==> config.mk <==
export PLATFORM = sky130hd
export DESIGN_NAME = fwd_scoreboard_flat
export DESIGN_NICKNAME = d
export VERILOG_FILES = /design/src/rtl/fwd_scoreboard_if.sv /design/src/rtl/fwd_scoreboard.sv /design/src/flat_wrapper.sv
export SDC_FILE = /design/constraint.sdc
export NUM_CORES = 1
export LEC_CHECK = 0
export CAP_MARGIN = 20
export CELL_PAD_IN_SITES_DETAIL_PLACEMENT = 1
export CELL_PAD_IN_SITES_GLOBAL_PLACEMENT = 2
export CORE_UTILIZATION = 14
export DETAILED_ROUTE_END_ITERATION = 10
export PLACE_DENSITY = 0.75
export SYNTH_ARGS = -nofsm -noshare
export SYNTH_HDL_FRONTEND = slang
export SYNTH_SLANG_ARGS = --single-unit
==> constraint.sdc <==
create_clock -name clk -period 1.9 [get_ports clk]
set_input_delay 0.38 -clock clk [delete_from_list [all_inputs] [get_ports clk]]
set_output_delay 0.38 -clock clk [all_outputs]
set_load 0.005 [all_outputs]
==> src/rtl/fwd_scoreboard_if.sv <==
// Decode-side bundle for the forwarding scoreboard: issue info, operand lookup and results.
// master = decode/pipeline side, slave = scoreboard.
interface fwd_scoreboard_if #(
  parameter int NUM_SRC = 2,
  parameter int ADDR_W  = 5,
  parameter int DATA_W  = 32,
  parameter int DEPTH   = 3
);
  localparam int SEL_W = $clog2(DEPTH + 1);

  logic                        hold;
  logic                        flush;
  logic                        iss_valid;
  logic                        iss_we;
  logic                        iss_load;
  logic [ADDR_W-1:0]           iss_waddr;
  logic [NUM_SRC*ADDR_W-1:0]   src_addr;
  logic [NUM_SRC*DATA_W-1:0]   rf_data;
  logic [DEPTH*DATA_W-1:0]     stage_data;
  logic [NUM_SRC*SEL_W-1:0]    fwd_sel;
  logic [NUM_SRC*DATA_W-1:0]   fwd_data;
  logic                        stall;
  logic [31:0]                 stall_cnt;

  modport master (
    output hold, flush, iss_valid, iss_we, iss_load, iss_waddr, src_addr, rf_data, stage_data,
    input  fwd_sel, fwd_data, stall, stall_cnt
  );

  modport slave (
    input  hold, flush, iss_valid, iss_we, iss_load, iss_waddr, src_addr, rf_data, stage_data,
    output fwd_sel, fwd_data, stall, stall_cnt
  );
endinterface

==> src/rtl/fwd_scoreboard.sv <==
// Shift-register forwarding/hazard scoreboard: youngest ready producer per operand, or stall.
// Optional stall-cycle counter enabled by defining FWD_STALL_CNT_EN.
module fwd_scoreboard #(
  parameter int NUM_SRC    = 2,
  parameter int ADDR_W     = 5,
  parameter int DATA_W     = 32,
  parameter int DEPTH      = 3,
  parameter int ALU_READY  = 0,
  parameter int LOAD_READY = 1
) (
  input logic             clk,
  input logic             rst_n,
  fwd_scoreboard_if.slave bus
);
  localparam int SEL_W = $clog2(DEPTH + 1);

  logic [DEPTH-1:0]             v_q;
  logic [DEPTH-1:0]             we_q;
  logic [DEPTH-1:0]             ld_q;
  logic [DEPTH-1:0][ADDR_W-1:0] waddr_q;

  logic [NUM_SRC*SEL_W-1:0]  fwd_sel;
  logic [NUM_SRC*DATA_W-1:0] fwd_data;
  logic [NUM_SRC-1:0]        pend;
  logic [ADDR_W-1:0]         src;
  logic                      found;
  logic                      stall;

  // Only the youngest match decides; an older ready entry never masks a younger unready one.
  always_comb begin
    fwd_sel  = '0;
    fwd_data = '0;
    pend     = '0;
    src      = '0;
    found    = 1'b0;
    for (int s = 0; s < NUM_SRC; s++) begin
      fwd_data[s*DATA_W +: DATA_W] = bus.rf_data[s*DATA_W +: DATA_W];
      src   = bus.src_addr[s*ADDR_W +: ADDR_W];
      found = 1'b0;
      for (int i = 0; i < DEPTH; i++) begin
        if (!found && (src != '0) && v_q[i] && we_q[i] && (waddr_q[i] == src)) begin
          found = 1'b1;
          if (i >= (ld_q[i] ? LOAD_READY : ALU_READY)) begin
            fwd_sel[s*SEL_W +: SEL_W]    = SEL_W'(i + 1);
            fwd_data[s*DATA_W +: DATA_W] = bus.stage_data[i*DATA_W +: DATA_W];
          end else begin
            pend[s] = 1'b1;
          end
        end
      end
    end
    stall = bus.iss_valid & (|pend);
  end

  assign bus.fwd_sel  = fwd_sel;
  assign bus.fwd_data = fwd_data;
  assign bus.stall    = stall;

  // A stalled or flushed issue enters stage 0 as a bubble.
  always_ff @(posedge clk or negedge rst_n) begin
    if (!rst_n) begin
      v_q     <= '0;
      we_q    <= '0;
      ld_q    <= '0;
      waddr_q <= '0;
    end else if (!bus.hold) begin
      v_q     <= {v_q[DEPTH-2:0], bus.iss_valid & ~stall & ~bus.flush};
      we_q    <= {we_q[DEPTH-2:0], bus.iss_we};
      ld_q    <= {ld_q[DEPTH-2:0], bus.iss_load};
      waddr_q <= {waddr_q[DEPTH-2:0], bus.iss_waddr};
    end
  end

`ifdef FWD_STALL_CNT_EN
  logic [31:0] stall_cnt_q;

  always_ff @(posedge clk or negedge rst_n) begin
    if (!rst_n) begin
      stall_cnt_q <= '0;
    end else if (stall && !bus.hold && (stall_cnt_q != 32'hFFFF_FFFF)) begin
      stall_cnt_q <= stall_cnt_q + 32'd1;
    end
  end

  assign bus.stall_cnt = stall_cnt_q;
`else
  assign bus.stall_cnt = '0;
`endif

endmodule

==> src/flat_wrapper.sv <==
// flat-port wrapper written by rule: the top's interface ports become plain ports
module fwd_scoreboard_flat 
#(
  parameter int NUM_SRC    = 2,
  parameter int ADDR_W     = 5,
  parameter int DATA_W     = 32,
  parameter int DEPTH      = 3,
  parameter int ALU_READY  = 0,
  parameter int LOAD_READY = 1
)
  (clk, rst_n, bus_hold, bus_flush, bus_iss_valid, bus_iss_we, bus_iss_load, bus_iss_waddr, bus_src_addr, bus_rf_data, bus_stage_data, bus_fwd_sel, bus_fwd_data, bus_stall, bus_stall_cnt);
  fwd_scoreboard_if #(.NUM_SRC(NUM_SRC), .ADDR_W(ADDR_W), .DATA_W(DATA_W), .DEPTH(DEPTH)) bus_i ();
  input logic clk;
  input logic rst_n;
  input wire logic [$bits(bus_i.hold)-1:0] bus_hold;
  input wire logic [$bits(bus_i.flush)-1:0] bus_flush;
  input wire logic [$bits(bus_i.iss_valid)-1:0] bus_iss_valid;
  input wire logic [$bits(bus_i.iss_we)-1:0] bus_iss_we;
  input wire logic [$bits(bus_i.iss_load)-1:0] bus_iss_load;
  input wire logic [$bits(bus_i.iss_waddr)-1:0] bus_iss_waddr;
  input wire logic [$bits(bus_i.src_addr)-1:0] bus_src_addr;
  input wire logic [$bits(bus_i.rf_data)-1:0] bus_rf_data;
  input wire logic [$bits(bus_i.stage_data)-1:0] bus_stage_data;
  output wire logic [$bits(bus_i.fwd_sel)-1:0] bus_fwd_sel;
  output wire logic [$bits(bus_i.fwd_data)-1:0] bus_fwd_data;
  output wire logic [$bits(bus_i.stall)-1:0] bus_stall;
  output wire logic [$bits(bus_i.stall_cnt)-1:0] bus_stall_cnt;
  assign bus_i.hold = bus_hold;
  assign bus_i.flush = bus_flush;
  assign bus_i.iss_valid = bus_iss_valid;
  assign bus_i.iss_we = bus_iss_we;
  assign bus_i.iss_load = bus_iss_load;
  assign bus_i.iss_waddr = bus_iss_waddr;
  assign bus_i.src_addr = bus_src_addr;
  assign bus_i.rf_data = bus_rf_data;
  assign bus_i.stage_data = bus_stage_data;
  assign bus_fwd_sel = bus_i.fwd_sel;
  assign bus_fwd_data = bus_i.fwd_data;
  assign bus_stall = bus_i.stall;
  assign bus_stall_cnt = bus_i.stall_cnt;
  fwd_scoreboard #(.NUM_SRC(NUM_SRC), .ADDR_W(ADDR_W), .DATA_W(DATA_W), .DEPTH(DEPTH), .ALU_READY(ALU_READY), .LOAD_READY(LOAD_READY)) u_core (.clk(clk), .rst_n(rst_n), .bus(bus_i));
endmodule
* Yosys cells after proc, flatten, opt, wreduce, memory -nomap -nowiden
Cells that the tools add are included.
Storage, ports and cells: bits of input ports 182, word-level logic and storage cells 90, bits in read-only memories 0, bits in latches 0, memories 0, register bits 24, bits in writable memories 0, output and inout bits 101
Operators by class: order comparisons 3, reduce and logical (&&, ||, !) cells 29, shifts and indexed selects 0, equality and inequality tests 6, div/mod/pow operators 0, $mul 0, multiplexer cells 41, bitwise operators 5, $add $sub $neg 0
Operators with widths (number):
- $mux 32 | 12
- $ge 1x32->1 const A | 1
- $ge 2x32->1 const A | 1
- $ge 3x32->1 const A | 1
- $eq 5x5->1 | 6
- $logic_and 1x1->1 | 22
- $mux 1 | 20
- $mux 2 | 9
- $reduce_bool 5->1 | 2
- $logic_not 1->1 | 4
- $and 1x1->1 | 3
- $not 1->1 | 2
- $reduce_or 2->1 | 1

* Depth between registers and ports, before layout
depth after elaboration 22, gate-level depth with buffers 8, depth with buffers taken out 5

* Worst setup path after synthesis
OpenSTA, ideal clock, no wires.
path type flip-flop to output port, start point register u_core.waddr_q[7] (netlist bit), end point output port bus_fwd_data[17], cell stages (with the launch flop) 9, setup slack -0.221 ns, data arrival time 1.741 ns, path through dfrtp_1 xnor2_1 nand4_1 or2_2 clkbuf_1 a21bo_1 clkbuf_1 buf_2 a22oi_1
On the way: word-level cells in the longest chain between the ends 9, elaborated cells on any way between the ends 11, those cells by class eq/ne (1); mux (4); reduce/logical (6)
RTL lines:
- start: declaration | RTL line fwd_scoreboard.sv:20 | logic [DEPTH-1:0][ADDR_W-1:0] waddr_q;
- start signal: assignment | RTL line fwd_scoreboard.sv:70 | waddr_q <= {waddr_q[DEPTH-2:0], bus.iss_waddr};
- $eq 5x5->1 (*) | RTL line fwd_scoreboard.sv:41 | if (!found && (src != '0) && v_q[i] && we_q[i] && (waddr_q[i] == src)) begin
- $logic_and 1x1->1 (*) | RTL line fwd_scoreboard.sv:41
- $mux 1 | RTL line fwd_scoreboard.sv:41
- $logic_not 1->1 | RTL line fwd_scoreboard.sv:41
- $logic_and 1x1->1 (4 in a row) | RTL line fwd_scoreboard.sv:41
- $mux 32 (*) | RTL line fwd_scoreboard.sv:41
- end: declaration | RTL line flat_wrapper.sv:25 | output wire logic [$bits(bus_i.fwd_data)-1:0] bus_fwd_data;
Mark *: on every way between the ends. The rest lies on a longest branch, timed or not.

* Worst setup path after layout
start point register u_core.waddr_q[6] (netlist bit), end point output port bus_fwd_data[12]
The elaborated chain is that of the path after synthesis.

==> reports/results.tsv <==
stage	metric	value	unit
synthesis	YS warnings	0	
detailed_routing	DRC violation total after the first TritonRoute iteration	165	
floorplan	die outline area	24650	µm²
synthesis	Synth area leaders	sky130_fd_sc_hd__dfrtp_1 (16%), sky130_fd_sc_hd__o22ai_1 (12%), sky130_fd_sc_hd__mux2i_1 (9.5%)	
timing	clk_skew	0.003585	ns
detailed_routing	total vias in the final route	4751	
setup_path	setup slack on the worst flop-to-flop path	-0.02	ns
detailed_routing	drt drc	0	
detailed_routing	remaining number of nets flagged by the antenna check after routing	0	
detailed_routing	number of iterations in the first detailed-routing pass	4	
floorplan	Site Rows	56	
detailed_routing	number of vias per cell	4.453	
grt	antenna violations before repair	0	
timing	worst max-slew margin expressed relative to the limit	58.18	%
job	number of violations of the max-capacitance limit	0	
setup_path	worst reg2reg path startpoint	u_core.waddr_q[0]	
synthesis	distinct cell type count of the synthesized netlist	39	
final_layout	number of non-filler instances in the completed layout	1067	
grt	wire length of the first global-routing pass	31.96	mm
setup_path	WP data arrival	2.33	ns
detailed_routing	total length of routed wires	22.85	mm
final_layout	end-of-flow core utilization	33.23	%
power_and_ir_drop	leak pwr	3.057	nW
floorplan	number of top-level pins	283	
timing	RSZ-0062 raised after global routing	true	
floorplan	area of the core region	23540	µm²
clock_tree	clock tree from TritonCTS	built	
clock_tree	CTS sink cnt	22	
synthesis	average instance area after synthesis	7.970	µm²
clock_tree	maximum number of buffers from clock root to sink	2	
synthesis	Yosys reg bits	22	
setup_path	type of destination of the critical path	output pin	
timing	final count of negative-setup-slack endpoints	70	
placement	Port Buffer Count	250	
grt	GR Overflow Total	0	
setup_path	CP startpoint kind	register	
synthesis	Synth Instances	422	
synthesis	number of flops mapped to enable cells by yosys	0	
timing	Final Hold Vio Count	0	
setup_path	largest fanout on the critical path	14	
grt	via count of the first global-routing pass	5071	
clock_tree	H-tree Lvls	1	
power_and_ir_drop	Pwr per Cell Area	318.2	nW/µm²
floorplan	die height	157.0	µm
setup_path	worst flop-to-flop path endpoint	u_core.v_q[0]	
power_and_ir_drop	post-layout power	2.489	mW
floorplan	initial standard-cell utilization of the core	14.29	%
setup_path	cells on worst reg2reg path	8	
setup_path	Worst Setup Path Type	reg2out	
clock_tree	Clock transition at path regs	0.06	ns
floorplan	width of the chip	157.0	µm
grt	GRT Resource Usage Total	17.41	%
final_layout	Layout fillers	2715	
run_status	violated checks	setup timing	
timing	highest achievable clock rate	0.3694	GHz
placement	cell count after placement	1002	
synthesis	asr flop ratio synth	100.0	%
synthesis	sequential fraction of the synthesis area	16.37	%
setup_path	end point of the critical path	bus_fwd_data[12]	
synthesis	area share of the largest cell type after synthesis	16.37	%
grt	largest net degree at the start of global routing	33	
final_layout	most frequent standard cell in the layout excluding fill and tap cells	sky130_fd_sc_hd__clkdlybuf4s50_1	
final_layout	antenna cell count	0	
final_layout	area added between synthesis and finish	132.6	%
timing	count of pins over their slew limit	0	
placement	RePlAce Congestion	0.7811	
setup_path	CP required	1.52	ns
clock_tree	latest clock arrival within the worst-skew pair	0.26	ns
synthesis	Synth area leader	sky130_fd_sc_hd__dfrtp_1	
run_status	status	finished with violations	
setup_path	worst setup path startpoint	u_core.waddr_q[6]	
final_layout	commonest cells after routing, fill and taps aside	sky130_fd_sc_hd__clkdlybuf4s50_1 (171), sky130_fd_sc_hd__buf_2 (71), sky130_fd_sc_hd__nand2_1 (60), sky130_fd_sc_hd__buf_4 (54), sky130_fd_sc_hd__o22ai_2 (34)	
clock_tree	cell at the root of the clock tree	sky130_fd_sc_hd__clkbuf_16	
power_and_ir_drop	maximum ir drop on the vdd rail	0.3696	mV
timing	transition time at the pin with the least slew margin	0.6274	ns
final_layout	ratio of cells with drive above 1 in the final layout	47.06	%
detailed_routing	average routed wire per standard cell	21.41	µm
final_layout	Layout Nets	931	
placement	Final HPWL DP	14.70	mm
synthesis	cell area after synthesis	3363	µm²
timing	post-layout min period	2.707	ns
hold_path	class of the tightest hold or removal check	in2async	
synthesis	Main synth FF type	sky130_fd_sc_hd__dfrtp_1	
timing	crit share post-route	142.5	%
placement	pre-CTS WS	-1.496	ns
timing	PnR worst setup slack	-0.8069	ns
clock_tree	number of buffers created by CTS	3	
[power by group]
group	internal, mW	leakage, nW	switching [mW]	total (mW)
Sequential	0.538	0.257	0.0756	0.613
Combinational	0.820	2.76	0.550	1.37
Clock	0.322	0.0442	0.184	0.506
Total	1.68	3.06	0.810	2.49
[cells in the mapped netlist (8+ instances only)]
library cell               instances
sky130_fd_sc_hd__mux2_2           23
sky130_fd_sc_hd__dfrtp_1          22
sky130_fd_sc_hd__nor2_1            9
sky130_fd_sc_hd__clkbuf_1         20
sky130_fd_sc_hd__buf_2             8
sky130_fd_sc_hd__buf_4            33
sky130_fd_sc_hd__buf_6             9
sky130_fd_sc_hd__o22ai_1          64
sky130_fd_sc_hd__mux2i_1          32
sky130_fd_sc_hd__a32oi_1          32
sky130_fd_sc_hd__xnor2_1          13
sky130_fd_sc_hd__xor2_1           17
sky130_fd_sc_hd__a22oi_1          32
sky130_fd_sc_hd__nand2_1          70
[registers in the layout (all words and copies together) (netlist names)]
name            count
u_core.we_q         3
u_core.ld_q         1
u_core.waddr_q     15
u_core.v_q          3
[repair_timing]
| action | in CTS | in global routing |
|---|---|---|
| endpoints found under the setup margin | 70 | 70 |
| hold buffers | 0 | 0 |
| setup buffers | 53 | 10 |
| pin swaps | 52 | 54 |
| gates resized for setup | 389 | 82 |
| cloned | 6 | 1 |
[cell type report]
cell class	count	area [µm²]	share of cell area, %
clock buffer	4	88.84	1.135
multi-input combinational	355	3258	41.64
sequential	22	556.8	7.117
inverter	3	11.26	0.1439
tap	319	399.1	5.102
timing repair buffer	364	3510	44.86
[logic make-up after synthesis]
kind of cell           after synthesis  share of synthesized area, %
other                                1                        0.1115
multiplexers                        55                         17.22
buffers and inverters               76                         14.47
flip-flops                          22                         16.37
AO/OA/AOI/OAI                      137                         29.99
XOR/XNOR                            30                         7.812
AND/OR/NAND/NOR                    101                         14.03
[critical path, stage by stage, from the launching register on]
cell	delay (ns)
sky130_fd_sc_hd__dfrtp_1	0.41
sky130_fd_sc_hd__buf_4	0.17
sky130_fd_sc_hd__xnor2_2	0.13
sky130_fd_sc_hd__nand3_1	0.12
sky130_fd_sc_hd__o211ai_1	0.34
sky130_fd_sc_hd__buf_4	0.37
sky130_fd_sc_hd__o22ai_2	0.14
sky130_fd_sc_hd__a22oi_2	0.21
sky130_fd_sc_hd__buf_2	0.15
[through the flow]
| stage | area (µm²) | hold slack [ns] | TNS, ns |
|---|---|---|---|
| global route | 7824 | 0.5199 | -57.39 |
| global placement | 6626 | 0.4871 | -92.72 |
| CTS | 7380 | 0.4860 | -53.03 |
| finish | 7824 | 0.4741 | -50.58 |
| detailed placement | 6626 | 0.5033 | -94.30 |
| floorplan | 3695 | 0.08441 | -9.937 |
[worst min-delay path by stage]
| stage | startpoint | cells past startpoint | end |
|---|---|---|---|
| 2_1_floorplan | rst_n | 0 | u_core.ld_q[0] |
| 3_3_place_gp | u_core.v_q[2] | 1 | u_core.v_q[2] |
| 3_5_place_dp | u_core.v_q[2] | 1 | u_core.v_q[2] |
| 4_1_cts | rst_n | 2 | u_core.waddr_q[14] |
| 5_1_grt | rst_n | 2 | u_core.ld_q[0] |
| 6_report | rst_n | 2 | u_core.waddr_q[14] |
[per-layer routing]
| layer | part of all wire, % | wire, µm | vias to the layer above | global-route usage, % |
|---|---|---|---|---|
| li1 | - | - | 2202 | - |
| met1 | 43 | 9754 | 2374 | 21.59 |
| met2 | 51 | 11740 | 162 | 32.61 |
| met3 | 5.0 | 1142 | 13 | 2.065 |
| met4 | 0.91 | 208 | 0 | 2.101 |
| met5 | 0 | 0 | - | 0 |
(Power assumes the default switching activity.)
